==> config.mk <==
export PLATFORM = sky130hd
export DESIGN_NAME = qspi_target
export DESIGN_NICKNAME = d
export VERILOG_FILES = /design/src/rtl/qspi_target.sv
export SDC_FILE = /design/constraint.sdc
export NUM_CORES = 1
export LEC_CHECK = 0
export ABC_AREA = 1
export CAP_MARGIN = 30
export CORE_ASPECT_RATIO = 1.1
export CORE_MARGIN = 3
export CORE_UTILIZATION = 50
export CTS_BUF_LIST = sky130_fd_sc_hd__clkbuf_16
export CTS_CLUSTER_SIZE = 12
export DETAILED_ROUTE_END_ITERATION = 10
export PLACE_DENSITY_LB_ADDON = 0.2
export SKIP_LAST_GASP = 1
export SYNTH_ARGS = -nofsm -noshare
export SYNTH_HDL_FRONTEND = slang
export SYNTH_SLANG_ARGS = --single-unit
==> constraint.sdc <==
create_clock -name i_clock -period 1.8 [get_ports i_clock]
set_clock_uncertainty 0.15 [all_clocks]
set_input_delay 0.27 -clock i_clock [delete_from_list [all_inputs] [get_ports i_clock]]
set_output_delay 0.27 -clock i_clock [all_outputs]
set_load 0.02 [all_outputs]
==> src/rtl/qspi_target.sv <==
// QSPI responder: oversamples the pads, deserialises command/address/data
// nibbles into local read/write strobes and serialises read data back out.
module qspi_target #(
    parameter int SYNC_STAGES = 2,
    parameter int ADDR_WIDTH  = 8
) (
    input  logic                  i_clock,
    input  logic                  i_reset_n,
    input  logic                  i_sclk,
    input  logic                  i_cs,
    input  logic [3:0]            i_d_in,
    output logic [3:0]            o_d_out,
    output logic                  o_d_oe,
    output logic                  o_wr_valid,
    output logic [ADDR_WIDTH-1:0] o_wr_addr,
    output logic [7:0]            o_wr_data,
    output logic                  o_rd_valid,
    output logic [ADDR_WIDTH-1:0] o_rd_addr,
    input  logic [7:0]            i_rd_data,
    output logic                  o_cmd_error
);
    typedef enum logic [2:0] {
        IDLE = 3'd0, CMD, WADDR, WDATA, RADDR, DUMMY, RDATA, IGNORE
    } state_t;

    state_t                       r_state, w_state_nxt;
    logic [SYNC_STAGES-1:0]       r_sclk_sync, r_cs_sync;
    logic [SYNC_STAGES-1:0][3:0]  r_d_sync;
    logic                         r_sclk_q, r_cs_q;
    logic                         r_nib;
    logic [3:0]                   r_hi;
    logic [ADDR_WIDTH-1:0]        r_addr, w_addr_nxt;
    logic                         r_rd_pend, r_cap_tx;
    logic [7:0]                   r_tx, r_pref;
    logic [1:0]                   r_txph;
    logic                         w_sclk, w_cs, w_rise, w_fall, w_cs_fall, w_byte_done;
    logic [3:0]                   w_d;
    logic [7:0]                   w_byte;
    logic                         w_wr_fire, w_rd_fire, w_err_fire, w_addr_load, w_addr_inc;

    always_ff @(posedge i_clock or negedge i_reset_n) begin
        if (!i_reset_n) begin
            r_sclk_sync <= '0;
            r_cs_sync   <= '1;
            r_d_sync    <= '0;
            r_sclk_q    <= 1'b0;
            r_cs_q      <= 1'b1;
        end else begin
            r_sclk_sync <= {r_sclk_sync[SYNC_STAGES-2:0], i_sclk};
            r_cs_sync   <= {r_cs_sync[SYNC_STAGES-2:0], i_cs};
            r_d_sync    <= {r_d_sync[SYNC_STAGES-2:0], i_d_in};
            r_sclk_q    <= r_sclk_sync[SYNC_STAGES-1];
            r_cs_q      <= r_cs_sync[SYNC_STAGES-1];
        end
    end

    assign w_sclk      = r_sclk_sync[SYNC_STAGES-1];
    assign w_cs        = r_cs_sync[SYNC_STAGES-1];
    assign w_d         = r_d_sync[SYNC_STAGES-1];
    assign w_rise      = w_sclk & ~r_sclk_q;
    assign w_fall      = ~w_sclk & r_sclk_q;
    assign w_cs_fall   = ~w_cs & r_cs_q;
    // cs high masks the completing edge so an aborted byte never strobes
    assign w_byte_done = w_rise & r_nib & ~w_cs & (r_state != IDLE);
    assign w_byte      = {r_hi, w_d};
    assign w_addr_nxt  = w_addr_load ? ADDR_WIDTH'(w_byte) : r_addr + ADDR_WIDTH'(1);

    always_ff @(posedge i_clock or negedge i_reset_n) begin
        if (!i_reset_n) r_state <= IDLE;
        else            r_state <= w_state_nxt;
    end

    always_comb begin
        w_state_nxt = r_state;
        w_wr_fire   = 1'b0;
        w_rd_fire   = 1'b0;
        w_err_fire  = 1'b0;
        w_addr_load = 1'b0;
        w_addr_inc  = 1'b0;
        if (w_cs) begin
            w_state_nxt = IDLE;
        end else begin
            case (r_state)
                IDLE:  if (w_cs_fall) w_state_nxt = CMD;
                CMD:   if (w_byte_done) begin
                    if (w_byte == 8'h02)      w_state_nxt = WADDR;
                    else if (w_byte == 8'h0B) w_state_nxt = RADDR;
                    else begin
                        w_err_fire  = 1'b1;
                        w_state_nxt = IGNORE;
                    end
                end
                WADDR: if (w_byte_done) begin
                    w_addr_load = 1'b1;
                    w_state_nxt = WDATA;
                end
                WDATA: if (w_byte_done) begin
                    w_wr_fire  = 1'b1;
                    w_addr_inc = 1'b1;
                end
                RADDR: if (w_byte_done) begin
                    w_addr_load = 1'b1;
                    w_rd_fire   = 1'b1;
                    w_state_nxt = DUMMY;
                end
                DUMMY: if (w_byte_done) begin
                    w_addr_inc  = 1'b1;
                    w_rd_fire   = 1'b1;
                    w_state_nxt = RDATA;
                end
                // prefetch of the following byte is issued as the current one is loaded
                RDATA: if (w_fall && r_txph == 2'd2) begin
                    w_addr_inc = 1'b1;
                    w_rd_fire  = 1'b1;
                end
                default: ;
            endcase
        end
    end

    always_ff @(posedge i_clock or negedge i_reset_n) begin
        if (!i_reset_n) begin
            o_wr_valid  <= 1'b0;
            o_rd_valid  <= 1'b0;
            o_cmd_error <= 1'b0;
            o_wr_addr   <= '0;
            o_wr_data   <= '0;
            o_rd_addr   <= '0;
            o_d_out     <= '0;
            o_d_oe      <= 1'b0;
            r_addr      <= '0;
            r_nib       <= 1'b0;
            r_hi        <= '0;
            r_rd_pend   <= 1'b0;
            r_cap_tx    <= 1'b0;
            r_tx        <= '0;
            r_pref      <= '0;
            r_txph      <= '0;
        end else begin
            o_wr_valid  <= w_wr_fire;
            o_rd_valid  <= w_rd_fire;
            o_cmd_error <= w_err_fire;
            if (w_wr_fire) begin
                o_wr_addr <= r_addr;
                o_wr_data <= w_byte;
            end
            if (w_rd_fire) begin
                o_rd_addr <= w_addr_nxt;
                r_cap_tx  <= (r_state == RADDR);
            end
            if (w_addr_load || w_addr_inc) r_addr <= w_addr_nxt;

            if (w_cs || r_state == IDLE) begin
                r_nib <= 1'b0;
            end else if (w_rise) begin
                r_nib <= ~r_nib;
                if (!r_nib) r_hi <= w_d;
            end

            // rd_data is valid the clock after rd_valid, i.e. while r_rd_pend is high
            r_rd_pend <= o_rd_valid;
            if (r_rd_pend) begin
                if (r_cap_tx) r_tx   <= i_rd_data;
                else          r_pref <= i_rd_data;
            end

            o_d_oe <= (w_state_nxt == RDATA);
            if (w_state_nxt != RDATA) begin
                r_txph  <= 2'd0;
                o_d_out <= '0;
            end else if (r_state == RDATA && w_fall) begin
                case (r_txph)
                    2'd0: begin
                        o_d_out <= r_tx[7:4];
                        r_txph  <= 2'd1;
                    end
                    2'd1: begin
                        o_d_out <= r_tx[3:0];
                        r_txph  <= 2'd2;
                    end
                    default: begin
                        o_d_out <= r_pref[7:4];
                        r_tx    <= r_pref;
                        r_txph  <= 2'd1;
                    end
                endcase
            end
        end
    end
endmodule

### Word-level counts from Yosys, hierarchy flattened

Index checks and enable logic that the tools add are counted.

* register bits after elaboration: 82
* bits of input ports: 16
* output and inout port bits: 32
* logic and storage cells: 101

* $add $sub $neg: 1
* eq/ne operators: 12
* multiplexer cells: 38
* bitwise logic cells: 12
* reduce and logical (&&, ||, !) cells: 15

Operators by type and width (count)
* $mux 8: 6
* $mux 3: 7
* $mux 1: 15
* $pmux 3 s5: 1
* $eq 3x3->1 const B: 4
* $add 8x1->8 const B: 1
* $eq 8x2->1 const B: 1
* $eq 8x4->1 const B: 1
* $mux 2: 4
* $mux 4: 2
* $pmux 4 s2: 1
* $reduce_or 2->1: 4
* $and 1x1->1: 6
* $eq 3x2->1 const B: 2
* $not 1->1: 6
* $pmux 1 s2: 2
* $reduce_bool 2->1: 2
* $eq 3x1->1 const B: 1
* $logic_not 3->1: 1
* $ne 3x3->1 const B: 1
* $reduce_and 3->1: 1
* $reduce_bool 3->1: 1
* $eq 2x1->1 const B: 1
* $eq 2x2->1 const B: 1
* other kinds (4): 6

### Depth between registers and ports, before layout

* depth after elaboration: 10
* gate-level depth with buffers: 13
* gate-level depth less buffers: 12

### Least setup slack after synthesis

No wires, ideal clock.

* kind: flip-flop to flip-flop
* from: reg r_state[1]
* to: reg r_tx[4]
* library setup time: 0.115 ns
* arrival time: 1.444 ns
* required time: 1.535 ns
* path slack: 0.091 ns
* cell stages (with the launch flop): 13
* buffers on the path: 1
* clock period less this slack: 1.709 ns
* cells stage by stage: dfrtp_1 inv_1 nand2_2 nand2_2 nor2_4 nand2_1 nor2_1 nor2_1 nor2_4 nand2_4 buf_6 nand2_2 nand2_2

* cells in the longest elaborated chain, start to end: 7
* elaborated cells between the ends (all ways): 19
* those cells by class: eq/ne (6); mux (9); bitwise (1); reduce/logical (3)

Ends and longest elaborated chain
* start: declaration: line 26 `state_t r_state, w_state_nxt;`
* start signal: assignment: line 70 `else r_state <= w_state_nxt;`
* $reduce_bool 3->1: line 64 `assign w_byte_done = w_rise & r_nib & ~w_cs & (r_state != IDLE);`
* $and 1x1->1: line 64
* $mux 3 (on tied branches)
* $pmux 3 s5: line 83 `case (r_state)`
* $mux 3: line 80 `if (w_cs) begin`
* $ne 3x3->1: line 168 `if (w_state_nxt != RDATA) begin`
* $mux 8 (*): line 168
* end signal: assignment: line 163 `if (r_cap_tx) r_tx <= i_rd_data;`
* end signal: assignment: line 183 `r_tx <= r_pref;`
* end: declaration: line 34 `logic [7:0] r_tx, r_pref;`

Every way passes the cells marked *; elsewhere a longest branch is shown, timed or not.
A chain may end at the register's enable or synchronous reset.

### Worst setup path after layout

* from: reg r_state[1]
* to: reg r_tx[2]

Same word-level chain as after synthesis.

==> impl_metrics.yaml <==
outcome:
  status: "finished with violations"
  violations: "negative setup slack"
power:
  ir_drop_uv: 835
  cellPowerDensity_mw_per_mm2: 811
  leakage_nw: 2.51
yosys:
  synth_cells: 444
  synth_adder_area_share_pct: 0.337
  synth-seq-cells: 82
  yosys-top-cells-area: "dfrtp_1, nand2_1, o21ai_0"
  synth_compound_area_share_pct: 9.81
  ys.flop_type: "dfrtp_1"
  synth_cell_types: 26
  synth_simple_gate_area_share_pct: 25.3
  ys_warn_count: 0
  yosys.area.top_type: "dfrtp_1"
  synth_area_sq_mm: 0.00371
  syn_area_per_cell_sq_um: 8.36
  synth_top_family_by_area: "simple AND/OR/NAND/NOR gates"
  synthArstFlopShare_pct: 100
  muxShareOfSynthArea_pct: 1.08
  synth.net_count: 461
  synth-xor-area-share_pct: 1.18
  synth_top_area_share_pct: 53.3
  yosysSeqAreaShare_pct: 55.4
  synth-edff-count: 0
timing:
  slew_viol_final: 0
  holdWs_ps: 192
  fin_ws_ps: -157
  period_share_pct: 109
  tightest_slew_ps: 493
  tns_ps: -1730
  relSlewSlack_pct: 67.1
  period_minus_slack_ps: 1960
  setup_violations: 19
  hold_violations: 0
  grt_setup_unrepaired: "true"
  timing.fmax_mhz: 511
critical_path:
  rrSetupSlack_ps: -160
  cp_max_fo: 6
  reg2reg_depth: 11
  cp-end-kind: "flop"
  critPathTopFamily: "simple AND/OR/NAND/NOR gates"
  timing.rr.start: "r_state[1]"
  cp_num_buf_inv: 2
  worstSetupPathDepth: 11
  crit_type: "flop to flop"
  r2r_end: "r_tx[2]"
  slowest_stage: "dfrtp_1"
  crit_path_max_incr_delay_ps: 420
  worstPathCellList: "inv_2 > nand2_2 > nor2_2 > nand3_1 > nand2_1 > nand2_1 > nand2_2 > nand2_8 > buf_6 > nand3_2 > nand2_1"
  crit_required_ps: 1880
  crit_arrival_ps: 2030
  critPathMostFrequentCell: "nand2_1"
  start_kind: "flop"
cts:
  clk_latency_ps: 340
  h-tree-depth: 3
  clkTransAtPathRegs_ps: 60
  clock-sinks: 82
  cts_root_buffer: "clkbuf_16"
  cts_buffers: 9
  clk_path_buf_depth: 2
  cts_tree: "yes"
floorplan:
  num_rows: 32
  die_area_sq_mm: 0.00850
  core_sq_mm: 0.00713
  dieHeight_um: 96.4
  start_util_pct: 52.1
  ios: 48
  die_w_um: 88.2
detailed_routing:
  drcViolationCount: 0
  ant_nets: 0
  drt_iter0_markers: 194
  drtPass1Iterations: 4
  vias: 3269
  totalWireLength_um: 9050
  routedWlPerCell_um: 14.4
  vias_per_cell: 5.19
finish:
  n_fill_cell: 496
  multi_input_area_sq_mm: 0.00160
  drive_above_1_share_pct: 22.9
  seqCellArea_sq_mm: 0.00206
  area_growth_pct: 39.8
  antenna_cells: 0
  layout.nets: 557
  finish.instance_area_sq_mm: 0.00519
global_route:
  overflow: 0
  grt_usage_pct: 21.4
  grt_max_degree: 32
  grt_pass1_vias: 3106
  antenna_found_initial: 0
  grt_pass1_wl_um: 14100
placement:
  dp_slack_ps: -114
  port_buffers: 47
  routabilityCongestion: 0.888
  place_area_sq_mm: 0.00453
  hpwl_um: 5730
min_path:
  worstHoldStart: "i_cs"
  min_to: "r_cs_sync[0]"
  whs_path_depth: 1
  hp-class: "input port to flop"
job:
  drv_cap: 0
synthesized netlist by cell type, types with 2 or more instances:
| library cell | instances |
|---|---|
| o21ai_1 | 4 |
| buf_6 | 2 |
| nor2_2 | 8 |
| nand3_1 | 23 |
| inv_2 | 4 |
| o21a_1 | 5 |
| nand2_1 | 151 |
| nor2_4 | 2 |
| nand2_2 | 8 |
| mux2i_1 | 4 |
| o21ai_0 | 57 |
| nor3_1 | 2 |
| buf_2 | 2 |
| dfstp_2 | 3 |
| clkbuf_1 | 6 |
| inv_1 | 49 |
| nand2_4 | 2 |
| dfrtp_1 | 79 |
| o22ai_1 | 2 |
| nor2_1 | 21 |
| xor2_1 | 5 |
cell type report:
cell class | instances | area share [%]
flip-flops and latches | 82 | 39.6
multi-input cells | 299 | 30.8
repair buffers | 94 | 17.3
clock buffers | 9 | 4.34
inverters | 53 | 3.98
well taps | 85 | 2.05
clock inverters | 7 | 1.66
repair inverters | 1 | 0.145
state kept, by name, summed over array words and instances, names as in the netlist:
name         cells
o_wr_valid       1
o_rd_valid       1
o_d_out          4
o_wr_addr        8
r_hi             4
r_nib            1
r_txph           2
o_d_oe           1
o_rd_addr        8
r_tx             8
r_rd_pend        1
r_cs_q           1
r_sclk_q         1
r_cs_sync        2
o_cmd_error      1
o_wr_data        8
r_state          3
r_d_sync         4
r_sclk_sync      2
r_addr           8
w_d              4
r_pref           8
r_cap_tx         1
power breakdown:
| group | switching (mW) | internal [mW] | total (mW) |
|---|---|---|---|
| sequential | 0.0270 | 1.89 | 1.92 |
| combinational | 0.193 | 0.169 | 0.362 |
| clock | 0.722 | 1.20 | 1.92 |
| total | 0.942 | 3.27 | 4.21 |
layer usage:
layer,vias to the layer above,part of all wire [%],wire length [um],GRT usage [%]
met5,-,0,0,0
met4,0,2.4,220,10.6
met3,22,5.3,478,2.88
met2,91,51,4580,36.0
met1,1559,42,3770,27.3
li1,1597,-,-,-
cells in the final DEF (no fill, tap or decap), types with 9 or more instances in the layout:
cell	count
inv_1	50
nor2_4	9
nand3_1	15
clkdlybuf4s50_1	46
nand2_2	19
o21ai_1	11
nor2_1	13
nor2_2	9
clkbuf_16	9
nand2_1	137
buf_4	36
dfrtp_1	78
o21ai_0	49
stage by stage:
stage | util (%) | cells | power, mW
floorplan | - | 444 | 2.05
global placement | 63.5 | 600 | 2.25
detailed placement | 63.5 | 600 | 2.26
CTS | 69.0 | 619 | 4.18
global route | 72.8 | 630 | 4.36
finish | 72.8 | 630 | 4.21
timing repair:
action | CTS | global route
gates cloned | 0 | 2
setup endpoints to repair | 31 | 39
hold buffers | 1 | 0
gates resized for setup | 17 | 49
pin swaps | 4 | 15
endpoints found under the hold margin | 23 | 0
buffers inserted | 2 | 9
kinds of logic (layout without fill, tap and decap cells):
kind of cell,count (synthesis),after routing
AO/OA/AOI/OAI,69,69
XOR/XNOR,5,5
adder cells (fa/ha/maj),1,1
buffers and inverters,64,164
flip-flops,82,82
multiplexers,4,4
AND/OR/NAND/NOR,219,220
worst max path at each step:
| stage | end | start | slack (ps) |
|---|---|---|---|
| final | r_tx[2] | r_state[1] | -160 |
| after global routing | r_tx[1] | r_state[1] | -230 |
| after CTS | r_tx[5] | r_state[0] | 2 |
| after detailed placement | r_tx[7] | r_state[1] | -110 |
| after global placement | o_rd_addr[0] | r_state[0] | -40 |
| after floorplan | r_tx[4] | r_state[1] | 90 |
Power figures use the tool's default switching activity.
